`config.mk`:
```
export PLATFORM = sky130hd
export DESIGN_NAME = hazard_scheduler_flat
export DESIGN_NICKNAME = d
export VERILOG_FILES = /design/src/rtl/hazard_scheduler_if.sv /design/src/rtl/hazard_scheduler.sv /design/src/flat_wrapper.sv
export SDC_FILE = /design/constraint.sdc
export NUM_CORES = 1
export LEC_CHECK = 0
export CORE_MARGIN = 4
export CORE_UTILIZATION = 38
export DETAILED_ROUTE_END_ITERATION = 10
export HOLD_SLACK_MARGIN = 0.08
export PLACE_DENSITY_LB_ADDON = 0.1
export SYNTH_ARGS = -nofsm -noshare
export SYNTH_HDL_FRONTEND = slang
export SYNTH_SLANG_ARGS = --single-unit
```
`constraint.sdc`:
```
create_clock -name clock -period 3.9 [get_ports clock]
set_input_delay 0.975 -clock clock [delete_from_list [all_inputs] [get_ports clock]]
set_output_delay 0.975 -clock clock [all_outputs]
set_load 0.05 [all_outputs]
```
`src/rtl/hazard_scheduler_if.sv`:
```
// hazard_scheduler_if: Decode/Execute/Writeback hazard bus between the pipeline and the issue controller
interface hazard_scheduler_if #(
   parameter int REG_ADDRESS_WIDTH = 4,
   parameter int REGNUM = 16,
   parameter int COUNT_WIDTH = 16
);
   logic validD, useReg1D, useReg2D, reg1IsVectorD, reg2IsVectorD;
   logic [REG_ADDRESS_WIDTH-1:0] reg1AddressD, reg2AddressD, destAddressD, writeAddressWB;
   logic writeEnableScalarD, writeEnableVectorD, takeBranchE;
   logic writeEnableScalarWB, writeEnableVectorWB;
   logic stallF, stallD, flushD, flushE;
   logic [REGNUM-1:0] pendingScalar, pendingVector;
   logic [1:0] state;
   logic [COUNT_WIDTH-1:0] stallCount, flushCount;
   modport slave (
      input validD, useReg1D, useReg2D, reg1IsVectorD, reg2IsVectorD,
      input reg1AddressD, reg2AddressD, destAddressD, writeAddressWB,
      input writeEnableScalarD, writeEnableVectorD, takeBranchE,
      input writeEnableScalarWB, writeEnableVectorWB,
      output stallF, stallD, flushD, flushE,
      output pendingScalar, pendingVector, state, stallCount, flushCount
   );
   modport master (
      output validD, useReg1D, useReg2D, reg1IsVectorD, reg2IsVectorD,
      output reg1AddressD, reg2AddressD, destAddressD, writeAddressWB,
      output writeEnableScalarD, writeEnableVectorD, takeBranchE,
      output writeEnableScalarWB, writeEnableVectorWB,
      input stallF, stallD, flushD, flushE,
      input pendingScalar, pendingVector, state, stallCount, flushCount
   );
endinterface

```
`src/rtl/hazard_scheduler.sv`:
```
// hazard_scheduler: in-order issue control with per-register pending-write scoreboard and branch squash
module hazard_scheduler #(
   parameter int REG_ADDRESS_WIDTH = 4,
   parameter int REGNUM = 16,
   parameter int FLUSH_CYCLES = 1,
   parameter int COUNT_WIDTH = 16
) (
   input logic clock,
   input logic reset,
   hazard_scheduler_if.slave bus
);
   localparam int FCW = FLUSH_CYCLES > 0 ? $clog2(FLUSH_CYCLES + 1) : 1;
   localparam logic [REGNUM-1:0] ONE = {{(REGNUM-1){1'b0}}, 1'b1};
   typedef enum logic [1:0] {RUN = 2'd0, STALL = 2'd1, FLUSH = 2'd2} stateT;
   stateT stateQ, stateN;
   logic [FCW-1:0] flushLeftQ, flushLeftN;
   logic [REGNUM-1:0] pendS, pendV, setS, setV, clrS, clrV;
   logic [COUNT_WIDTH-1:0] stallCnt, flushCnt;
   logic raw1, raw2, waw, hazard, issue;
   // hazard looks only at registered bits, so a same-cycle writeback cannot release the stall
   assign raw1 = bus.useReg1D && (bus.reg1IsVectorD ? pendV[bus.reg1AddressD] : pendS[bus.reg1AddressD]);
   assign raw2 = bus.useReg2D && (bus.reg2IsVectorD ? pendV[bus.reg2AddressD] : pendS[bus.reg2AddressD]);
   assign waw = (bus.writeEnableScalarD && pendS[bus.destAddressD]) ||
                (bus.writeEnableVectorD && pendV[bus.destAddressD]);
   assign hazard = bus.validD && (raw1 || raw2 || waw);
   assign issue = bus.validD && !hazard && !bus.takeBranchE && stateQ != FLUSH;
   assign setS = issue && bus.writeEnableScalarD ? ONE << bus.destAddressD : '0;
   assign setV = issue && bus.writeEnableVectorD ? ONE << bus.destAddressD : '0;
   assign clrS = bus.writeEnableScalarWB ? ONE << bus.writeAddressWB : '0;
   assign clrV = bus.writeEnableVectorWB ? ONE << bus.writeAddressWB : '0;
   always_comb begin
      stateN = stateQ;
      flushLeftN = flushLeftQ;
      bus.stallF = 1'b0;
      bus.stallD = 1'b0;
      bus.flushD = 1'b0;
      bus.flushE = 1'b0;
      if (bus.takeBranchE) begin
         bus.flushD = 1'b1;
         bus.flushE = 1'b1;
         stateN = FLUSH_CYCLES == 0 ? RUN : FLUSH;
         flushLeftN = FCW'(FLUSH_CYCLES);
      end else begin
         bus.stallF = hazard;
         bus.stallD = hazard;
         bus.flushE = hazard;
         bus.flushD = !hazard && stateQ == FLUSH;
         if (stateQ == FLUSH) begin
            flushLeftN = flushLeftQ - FCW'(1);
            stateN = flushLeftQ == FCW'(1) ? RUN : FLUSH;
         end else begin
            stateN = hazard ? STALL : RUN;
         end
      end
   end
   always_ff @(posedge clock) begin
      if (!reset) begin
         stateQ <= RUN;
         flushLeftQ <= '0;
         pendS <= '0;
         pendV <= '0;
         stallCnt <= '0;
         flushCnt <= '0;
      end else begin
         stateQ <= stateN;
         flushLeftQ <= flushLeftN;
         pendS <= (pendS & ~clrS) | setS;
         pendV <= (pendV & ~clrV) | setV;
         stallCnt <= stallCnt + COUNT_WIDTH'(bus.stallD && !(&stallCnt));
         flushCnt <= flushCnt + COUNT_WIDTH'(bus.takeBranchE && !(&flushCnt));
      end
   end
   assign bus.pendingScalar = pendS;
   assign bus.pendingVector = pendV;
   assign bus.state = stateQ;
   assign bus.stallCount = stallCnt;
   assign bus.flushCount = flushCnt;
endmodule
```
`src/flat_wrapper.sv`:
```
// flat-port wrapper written by rule: the top's interface ports become plain ports
module hazard_scheduler_flat 
#(
   parameter int REG_ADDRESS_WIDTH = 4,
   parameter int REGNUM = 16,
   parameter int FLUSH_CYCLES = 1,
   parameter int COUNT_WIDTH = 16
)
  (clock, reset, bus_validD, bus_useReg1D, bus_useReg2D, bus_reg1IsVectorD, bus_reg2IsVectorD, bus_reg1AddressD, bus_reg2AddressD, bus_destAddressD, bus_writeAddressWB, bus_writeEnableScalarD, bus_writeEnableVectorD, bus_takeBranchE, bus_writeEnableScalarWB, bus_writeEnableVectorWB, bus_stallF, bus_stallD, bus_flushD, bus_flushE, bus_pendingScalar, bus_pendingVector, bus_state, bus_stallCount, bus_flushCount);
  hazard_scheduler_if #(.REG_ADDRESS_WIDTH(REG_ADDRESS_WIDTH), .REGNUM(REGNUM), .COUNT_WIDTH(COUNT_WIDTH)) bus_i ();
  input logic clock;
  input logic reset;
  input wire logic [$bits(bus_i.validD)-1:0] bus_validD;
  input wire logic [$bits(bus_i.useReg1D)-1:0] bus_useReg1D;
  input wire logic [$bits(bus_i.useReg2D)-1:0] bus_useReg2D;
  input wire logic [$bits(bus_i.reg1IsVectorD)-1:0] bus_reg1IsVectorD;
  input wire logic [$bits(bus_i.reg2IsVectorD)-1:0] bus_reg2IsVectorD;
  input wire logic [$bits(bus_i.reg1AddressD)-1:0] bus_reg1AddressD;
  input wire logic [$bits(bus_i.reg2AddressD)-1:0] bus_reg2AddressD;
  input wire logic [$bits(bus_i.destAddressD)-1:0] bus_destAddressD;
  input wire logic [$bits(bus_i.writeAddressWB)-1:0] bus_writeAddressWB;
  input wire logic [$bits(bus_i.writeEnableScalarD)-1:0] bus_writeEnableScalarD;
  input wire logic [$bits(bus_i.writeEnableVectorD)-1:0] bus_writeEnableVectorD;
  input wire logic [$bits(bus_i.takeBranchE)-1:0] bus_takeBranchE;
  input wire logic [$bits(bus_i.writeEnableScalarWB)-1:0] bus_writeEnableScalarWB;
  input wire logic [$bits(bus_i.writeEnableVectorWB)-1:0] bus_writeEnableVectorWB;
  output wire logic [$bits(bus_i.stallF)-1:0] bus_stallF;
  output wire logic [$bits(bus_i.stallD)-1:0] bus_stallD;
  output wire logic [$bits(bus_i.flushD)-1:0] bus_flushD;
  output wire logic [$bits(bus_i.flushE)-1:0] bus_flushE;
  output wire logic [$bits(bus_i.pendingScalar)-1:0] bus_pendingScalar;
  output wire logic [$bits(bus_i.pendingVector)-1:0] bus_pendingVector;
  output wire logic [$bits(bus_i.state)-1:0] bus_state;
  output wire logic [$bits(bus_i.stallCount)-1:0] bus_stallCount;
  output wire logic [$bits(bus_i.flushCount)-1:0] bus_flushCount;
  assign bus_i.validD = bus_validD;
  assign bus_i.useReg1D = bus_useReg1D;
  assign bus_i.useReg2D = bus_useReg2D;
  assign bus_i.reg1IsVectorD = bus_reg1IsVectorD;
  assign bus_i.reg2IsVectorD = bus_reg2IsVectorD;
  assign bus_i.reg1AddressD = bus_reg1AddressD;
  assign bus_i.reg2AddressD = bus_reg2AddressD;
  assign bus_i.destAddressD = bus_destAddressD;
  assign bus_i.writeAddressWB = bus_writeAddressWB;
  assign bus_i.writeEnableScalarD = bus_writeEnableScalarD;
  assign bus_i.writeEnableVectorD = bus_writeEnableVectorD;
  assign bus_i.takeBranchE = bus_takeBranchE;
  assign bus_i.writeEnableScalarWB = bus_writeEnableScalarWB;
  assign bus_i.writeEnableVectorWB = bus_writeEnableVectorWB;
  assign bus_stallF = bus_i.stallF;
  assign bus_stallD = bus_i.stallD;
  assign bus_flushD = bus_i.flushD;
  assign bus_flushE = bus_i.flushE;
  assign bus_pendingScalar = bus_i.pendingScalar;
  assign bus_pendingVector = bus_i.pendingVector;
  assign bus_state = bus_i.state;
  assign bus_stallCount = bus_i.stallCount;
  assign bus_flushCount = bus_i.flushCount;
  hazard_scheduler #(.REG_ADDRESS_WIDTH(REG_ADDRESS_WIDTH), .REGNUM(REGNUM), .FLUSH_CYCLES(FLUSH_CYCLES), .COUNT_WIDTH(COUNT_WIDTH)) u_core (.clock(clock), .reset(reset), .bus(bus_i));
endmodule
```
==> out/results.txt, run 1 <==
Hold Path Depth: 2
Run status: finished clean
Post-Route Utilization: 0.534
Die width: 111 microns
Avg Vias per Cell: 5.65
Fill cell count: 952
Design Power: 1.58 mW
Clk buf depth: 2
H-tree Lvls: 3
Post-layout minimum cycle time: 3.84 ns
Largest area contributor in the netlist: dfxtp_1
Sequential cell area fraction in the yosys report: 0.333
IO Pins: 98
RSZ-0062 raised after global routing: true
CTS tree: yes
Leakage: 2.04 nW
Die area: 0.0123 sq mm
Synth cell types: 62
Share of flip-flops with an asynchronous set or reset: 0
FF+latch count, synth: 67
Post-DP HPWL: 9.20 mm
Die Ht: 111 microns
Post-placement worst setup slack: -0.515 ns
Clock skew: 0.0113 ns
Total GRT Usage: 0.196
Synth Warn #: 0
Top-area cell type share of the netlist area: 0.333
Initial core utilization: 0.391
Synth top area cells: dfxtp_1 (33%), mux4_2 (7.8%), o31ai_1 (6.1%)
WL final: 12.3 mm
Layout Nets: 545
Initial DRC count: 347
Gpl congestion: 0.870
Dominant synthesized flop cell: dfxtp_1
FF+latch area: 0.00134 sq mm
Worst VDD drop: 0.209 mV
IO Port Bufs: 97
Pwr Density: 286 mW/mm^2
Cts bufs inserted: 9
Layout cell share with drive strength beyond 1: 0.214
Reg-to-Reg Start: u_core.bus.pendingScalar[0]
Worst Hold Class: flip-flop to flip-flop
Multi-input gate area: 0.00251 sq mm
Fin. max-slew vios: 0
Post-Syn Area: 0.00403 sq mm
Slew HR: 0.516
Critical path class: input port to output pin
Register-to-Register Path Depth: 13
Critical Path RT: 2.92 ns
Synthesized netlist net count: 432
Tightest Pin Transition: 0.726 ns
Final period util: 0.986
Grt ovf: 0
Synth Area per Inst: 10.1 sq um
Max Fclk: 260 MHz
Clk slew on worst S/H paths: 0.06 ns
Root Buffer: clkbuf_8
EDFF count, synth: 0
Diode count: 0
Worst-Skew Late Latency: 0.34 ns
Hold Path Sink: u_core.bus.stallCount[8]
First-pass GRT wire length: 19.7 mm
Biggest fanout along the worst timing path: 6
Row cnt: 37
Routed Antenna Nets: 0
Core area: 0.0103 sq mm
Area Overhead vs Synth: 36.6%
Wirelength per Cell: 18.7 microns
Crit. End Element: output pin
Initial antenna violation count: 0
Critical path arrival: 2.87 ns
TritonRoute pass-1 iters: 4
Startpoint types: input port
FF-to-FF End: u_core.bus.stallCount[10]
Final hold viol count: 0
Max Cap Violations: 0
DR DRC count: 0
Setup WS post-layout: 0.0560 ns
R2R Setup Slk: 0.80 ns
Hold_sp: u_core.bus.stallCount[8]
DR vias: 3692
Syn Inst Count: 400
Vias in the first global route: 3668
Largest net degree at the start of global routing: 41
# setup viols final: 0
Clock sink total: 67
metal layers:
layer,vias up,track usage,part of all wire
met5,-,0,0
met4,0,0.0430,0.0075
met3,9,0.0579,0.085
met2,140,0.313,0.46
met1,1787,0.263,0.44
li1,1756,-,-
cell type report:
class / instances / share of cell area
inverter: 3 / 0.00204
timing repair buffer: 128 / 0.227
tap: 136 / 0.0309
multi-input combinational: 304 / 0.455
clock inverter: 4 / 0.0132
sequential: 67 / 0.243
clock buffer: 12 / 0.0282
worst max-delay path by stage:
stage / startpoint / end / slack, ns
floorplan: bus_destAddressD[1] / bus_stallF / 0.009
global placement: bus_reg2AddressD[0] / bus_flushD / -0.47
detailed placement: bus_reg2AddressD[0] / bus_flushD / -0.52
CTS: bus_reg2AddressD[0] / bus_flushD / -0.06
global route: bus_reg2AddressD[0] / bus_flushD / -0.02
finish: bus_destAddressD[0] / bus_flushD / 0.06
report_power, final:
part           total, mW  internal (mW)  switching, mW
clock              0.658          0.394          0.264
combinational      0.221         0.0958          0.125
sequential         0.697          0.690        0.00671
total               1.58           1.18          0.396
critical path, stage by stage:
cell,delay (ns)
dlygate4sd2_1,0.33
and3b_2,0.24
a32o_2,0.23
o41ai_2,0.33
o211ai_1,0.16
buf_4,0.16
o31ai_4,0.27
buf_12,0.17
through the flow:
step           cell area [sq um]  hold WS (ns)  instances  TNS [ns]
3_3_place_gp                5190         0.495        636     -4.31
5_1_grt                     5510         0.571        654   -0.0230
6_report                    5510         0.513        654         0
4_1_cts                     5460         0.523        653   -0.0607
2_1_floorplan               4070         0.535        400         0
3_5_place_dp                5190         0.513        636     -5.22
cell usage after synthesis (all sizes together), types with 10 or more instances:
| library cell | number |
|---|---|
| and2 | 31 |
| mux4 | 16 |
| dfxtp | 67 |
| o31ai | 33 |
| nand3 | 25 |
| nor2 | 12 |
| mux2i | 14 |
| nand2 | 26 |
| buf | 10 |
| xnor2 | 20 |
| o211ai | 23 |
| clkbuf | 13 |
state kept, by name (all words and copies together), names as in the netlist:
name and flops:
u_core.bus.flushCount 16, u_core.bus.pendingScalar 16, u_core.bus.pendingVector 16, u_core.bus.stallCount 16, u_core.bus.state 2, u_core.flushLeftQ 1
layout by cell type, fill, tap and decap left out, types with 4 or more instances in the layout:
cell              n
o31ai_1          32
or2b_2            4
clkdlybuf4s50_1  80
clkbuf_8         11
buf_4            27
nor2_1           12
a21boi_0          5
o311ai_0          8
and3_1            4
buf_12            4
mux2i_1          14
dfxtp_1          67
mux4_2           15
nand3b_1          5
xnor2_1          20
o211ai_1         23
or3_1             5
nor2b_1           4
and2_1           30
nand3_1          23
ha_1              4
and4_1            4
o21ai_0           5
nand2_1          24
mux2_4            4
buf_6             6
nand4_1           7
cell families (layout without fill, tap and decap cells):
logic type                 after synthesis  in the layout  synth area share
xor gates and xnor gates                23             23            0.0499
adders and majority gates                4              4            0.0124
DFF                                     67             67             0.333
buffers and inverters                   29            147            0.0636
and+or+nand+nor                        149            149             0.221
AOI/OAI and AO/OA                       92             92             0.178
muxes                                   36             36             0.143
repair_timing:
item	4_1_cts	5_1_grt
hold buffers	0	0
resized for setup	35	22
pin swaps	10	8
endpoints found under the setup margin	4	4
buffers inserted	1	2
(Power assumes the default switching activity.)
==> run 2: changes to the inputs <==
Clock period 3.9 ns to 3.5 ns, I/O delays scaled along.
==> run 2 against run 1 <==
The flow now finishes with violations (setup timing). Via count decreased by 0.16%. Sequential power increased by 11%. Clock skew decreased by 0.0026 ns. Final cell count increased by 1.4%. Critical path depth increased by 1. Combinational power increased by 17%. Wire length increased by 2.4%. Die area unchanged. Clock-buffer cell count decreased by 1. Clock power about the same. Flip-flop and latch count unchanged. Register-to-register slack got worse by 0.31 ns. Critical path type unchanged.
==> out/results.txt, run 2 (synthesis gave the netlist of run 1 again) <==
Run status: finished, violations left
Failing checks: setup timing
Most common cell after layout, fill and taps aside: clkdlybuf4s50_1
Crit path from: bus_reg2AddressD[0]
Most frequent cells in the layout: clkdlybuf4s50_1 (80), dfxtp_1 (67), buf_4 (36), o31ai_1 (32), and2_1 (30)
Clock skew: 0.00878 ns (-0.00257 ns)
Largest net degree at the start of global routing: 42 (+2.4%)
Post-placement worst setup slack: -0.636 ns (-0.121 ns)
Tightest Pin Transition: 0.715 ns (-0.0118 ns)
Tightest hold margin: 0.516 ns (+0.00289 ns)
IO Port Bufs: 97 (unchanged)
# setup viols final: 4 (+4)
Clk slew on worst S/H paths: 0.07 ns (about the same)
Critical Path RT: 2.62 ns (-0.30 ns)
Die width: 111 microns (unchanged)
Post-DP HPWL: 9.37 mm (+1.9%)
Fin. max-slew vios: 0 (unchanged)
Leakage: 2.05 nW (+0.49%)
Fill cell count: 996 (+4.6%)
TritonRoute pass-1 iters: 4 (unchanged)
Grt ovf: 0 (unchanged)
Post-Route Utilization: 0.543 (+0.00909)
Wirelength per Cell: 18.9 microns (+1.0%)
Multi-input gate area: 0.00258 sq mm (+2.9%)
Routed Antenna Nets: 0 (unchanged)
First-pass GRT wire length: 20.5 mm (+3.9%)
Vias in the first global route: 3674 (+0.16%)
H-tree Lvls: 3 (unchanged)
Final non-filler cell total: 663 (+1.4%)
Total GRT Usage: 0.205 (+0.00936)
Setup WS post-layout: -0.130 ns (-0.186 ns)
Design Power: 1.69 mW (+7.3%)
WL final: 12.6 mm (+2.4%)
Critical path arrival: 2.75 ns (-0.12 ns)
FF+latch area: 0.00134 sq mm (unchanged)
Clk buf depth: 2 (unchanged)
IO Pins: 98 (unchanged)
Setup TNS: -0.405 ns (-0.405 ns)
DR vias: 3686 (-0.16%)
Startpoint types: input port
Cts bufs inserted: 9 (unchanged)
Pwr Density: 302 mW/mm^2 (+5.5%)
Final hold viol count: 0 (unchanged)
Comb power frac: 0.152 (+0.012)
Post-layout minimum cycle time: 3.63 ns
Diode count: 0 (unchanged)
Biggest fanout along the worst timing path: 5 (-1)
Row cnt: 37 (unchanged)
Sw frac: 0.275 (+0.0235)
Clock sink total: 67 (unchanged)
CTS tree: yes
Initial DRC count: 271 (-22%)
Hold_sp: u_core.bus.stallCount[8]
Worst VDD drop: 0.162 mV (-23%)
DR DRC count: 0 (unchanged)
Psw: 0.464 mW (+17%)
Final period util: 1.04
Power Internal: 1.23 mW (+4.0%)
Worst-Skew Late Latency: 0.36 ns (+0.02 ns)
Layout Nets: 554 (+1.7%)
Initial core utilization: 0.391 (unchanged)
RSZ-0062 raised after global routing: true
# placed instances: 643 (+1.1%)
Root Buffer: clkbuf_8
Avg Vias per Cell: 5.56 (-1.5%)
Crit. End Element: output pin
Seq pwr share: 0.459 (+0.017)
Core area: 0.0103 sq mm (unchanged)
Clock network power share: 0.389 (-0.029)
Worst Hold Class: flip-flop to flip-flop
Initial antenna violation count: 0 (unchanged)
Die area: 0.0123 sq mm (unchanged)
Slew HR: 0.524 (+0.00786)
Layout cell share with drive strength beyond 1: 0.239 (+0.0248)
Max Cap Violations: 0 (unchanged)
Final Cell Area: 0.00560 sq mm (+1.7%)
Reg-to-Reg Start: u_core.bus.pendingScalar[9]
Max Fclk: 276 MHz
Die Ht: 111 microns (unchanged)
Critical path class: input port to output pin
Post-Place Cell Area: 0.00524 sq mm (+1.1%)
Area Overhead vs Synth: 38.9%
Gpl congestion: 0.849 (-2.4%)
run 2: final cells by class:
type / instances / area share
clock buffer: 11 / 0.0252
sequential: 67 / 0.239
clock inverter: 5 / 0.00938
timing repair buffer: 137 / 0.233
tap: 136 / 0.0304
inverter: 3 / 0.00201
multi-input combinational: 304 / 0.461
run 2: worst max-delay path: stages:
cell	delay, ns
buf_12	0.09
mux4_2	0.51
mux2i_2	0.18
nor3_2	0.07
o41ai_4	0.38
buf_4	0.18
nand3b_4	0.10
a21o_4	0.23
buf_8	0.14
run 2: path summary, 6_finish.rpt:
kind | end | slack [ns] | cells past startpoint
worst max-delay path | bus_flushE | -0.13 | 9
worst min-delay path | u_core.bus.stallCount[8] | 0.52 | 2
worst max register to register | u_core.bus.stallCount[10] | 0.49 | 13
worst min register to register | u_core.bus.stallCount[8] | 0.52 | 2
run 2: power by group through the flow:
stage / clock network, mW / registers (mW) / logic [mW]
detailed placement: 0 / 0.794 / 0.243
global route: 0.710 / 0.777 / 0.277
global placement: 0 / 0.793 / 0.242
finish: 0.658 / 0.776 / 0.258
floorplan: 0 / 0.812 / 0.137
CTS: 0.664 / 0.776 / 0.253
run 2: repair_timing:
item / in CTS / in global routing
pin swaps: 12 / 10
gates resized for setup: 44 / 20
hold buffers: 0 / 0
buffers inserted: 3 / 2
setup endpoints to repair: 17 / 7
run 2: per-layer routing:
layer | vias to the layer above | wire length (microns) | global-route usage
li1 | 1769 | - | -
met1 | 1774 | 5930 | 0.299
met2 | 134 | 5630 | 0.310
met3 | 9 | 866 | 0.0459
met4 | 0 | 125 | 0.0470
met5 | - | 0 | 0
==> run 3: changes to the inputs <==
Settings changed: CTS_CLUSTER_SIZE set to 20.
==> results of run 3 <==
No change in the layout: final DEF, timing and power equal those of run 2.
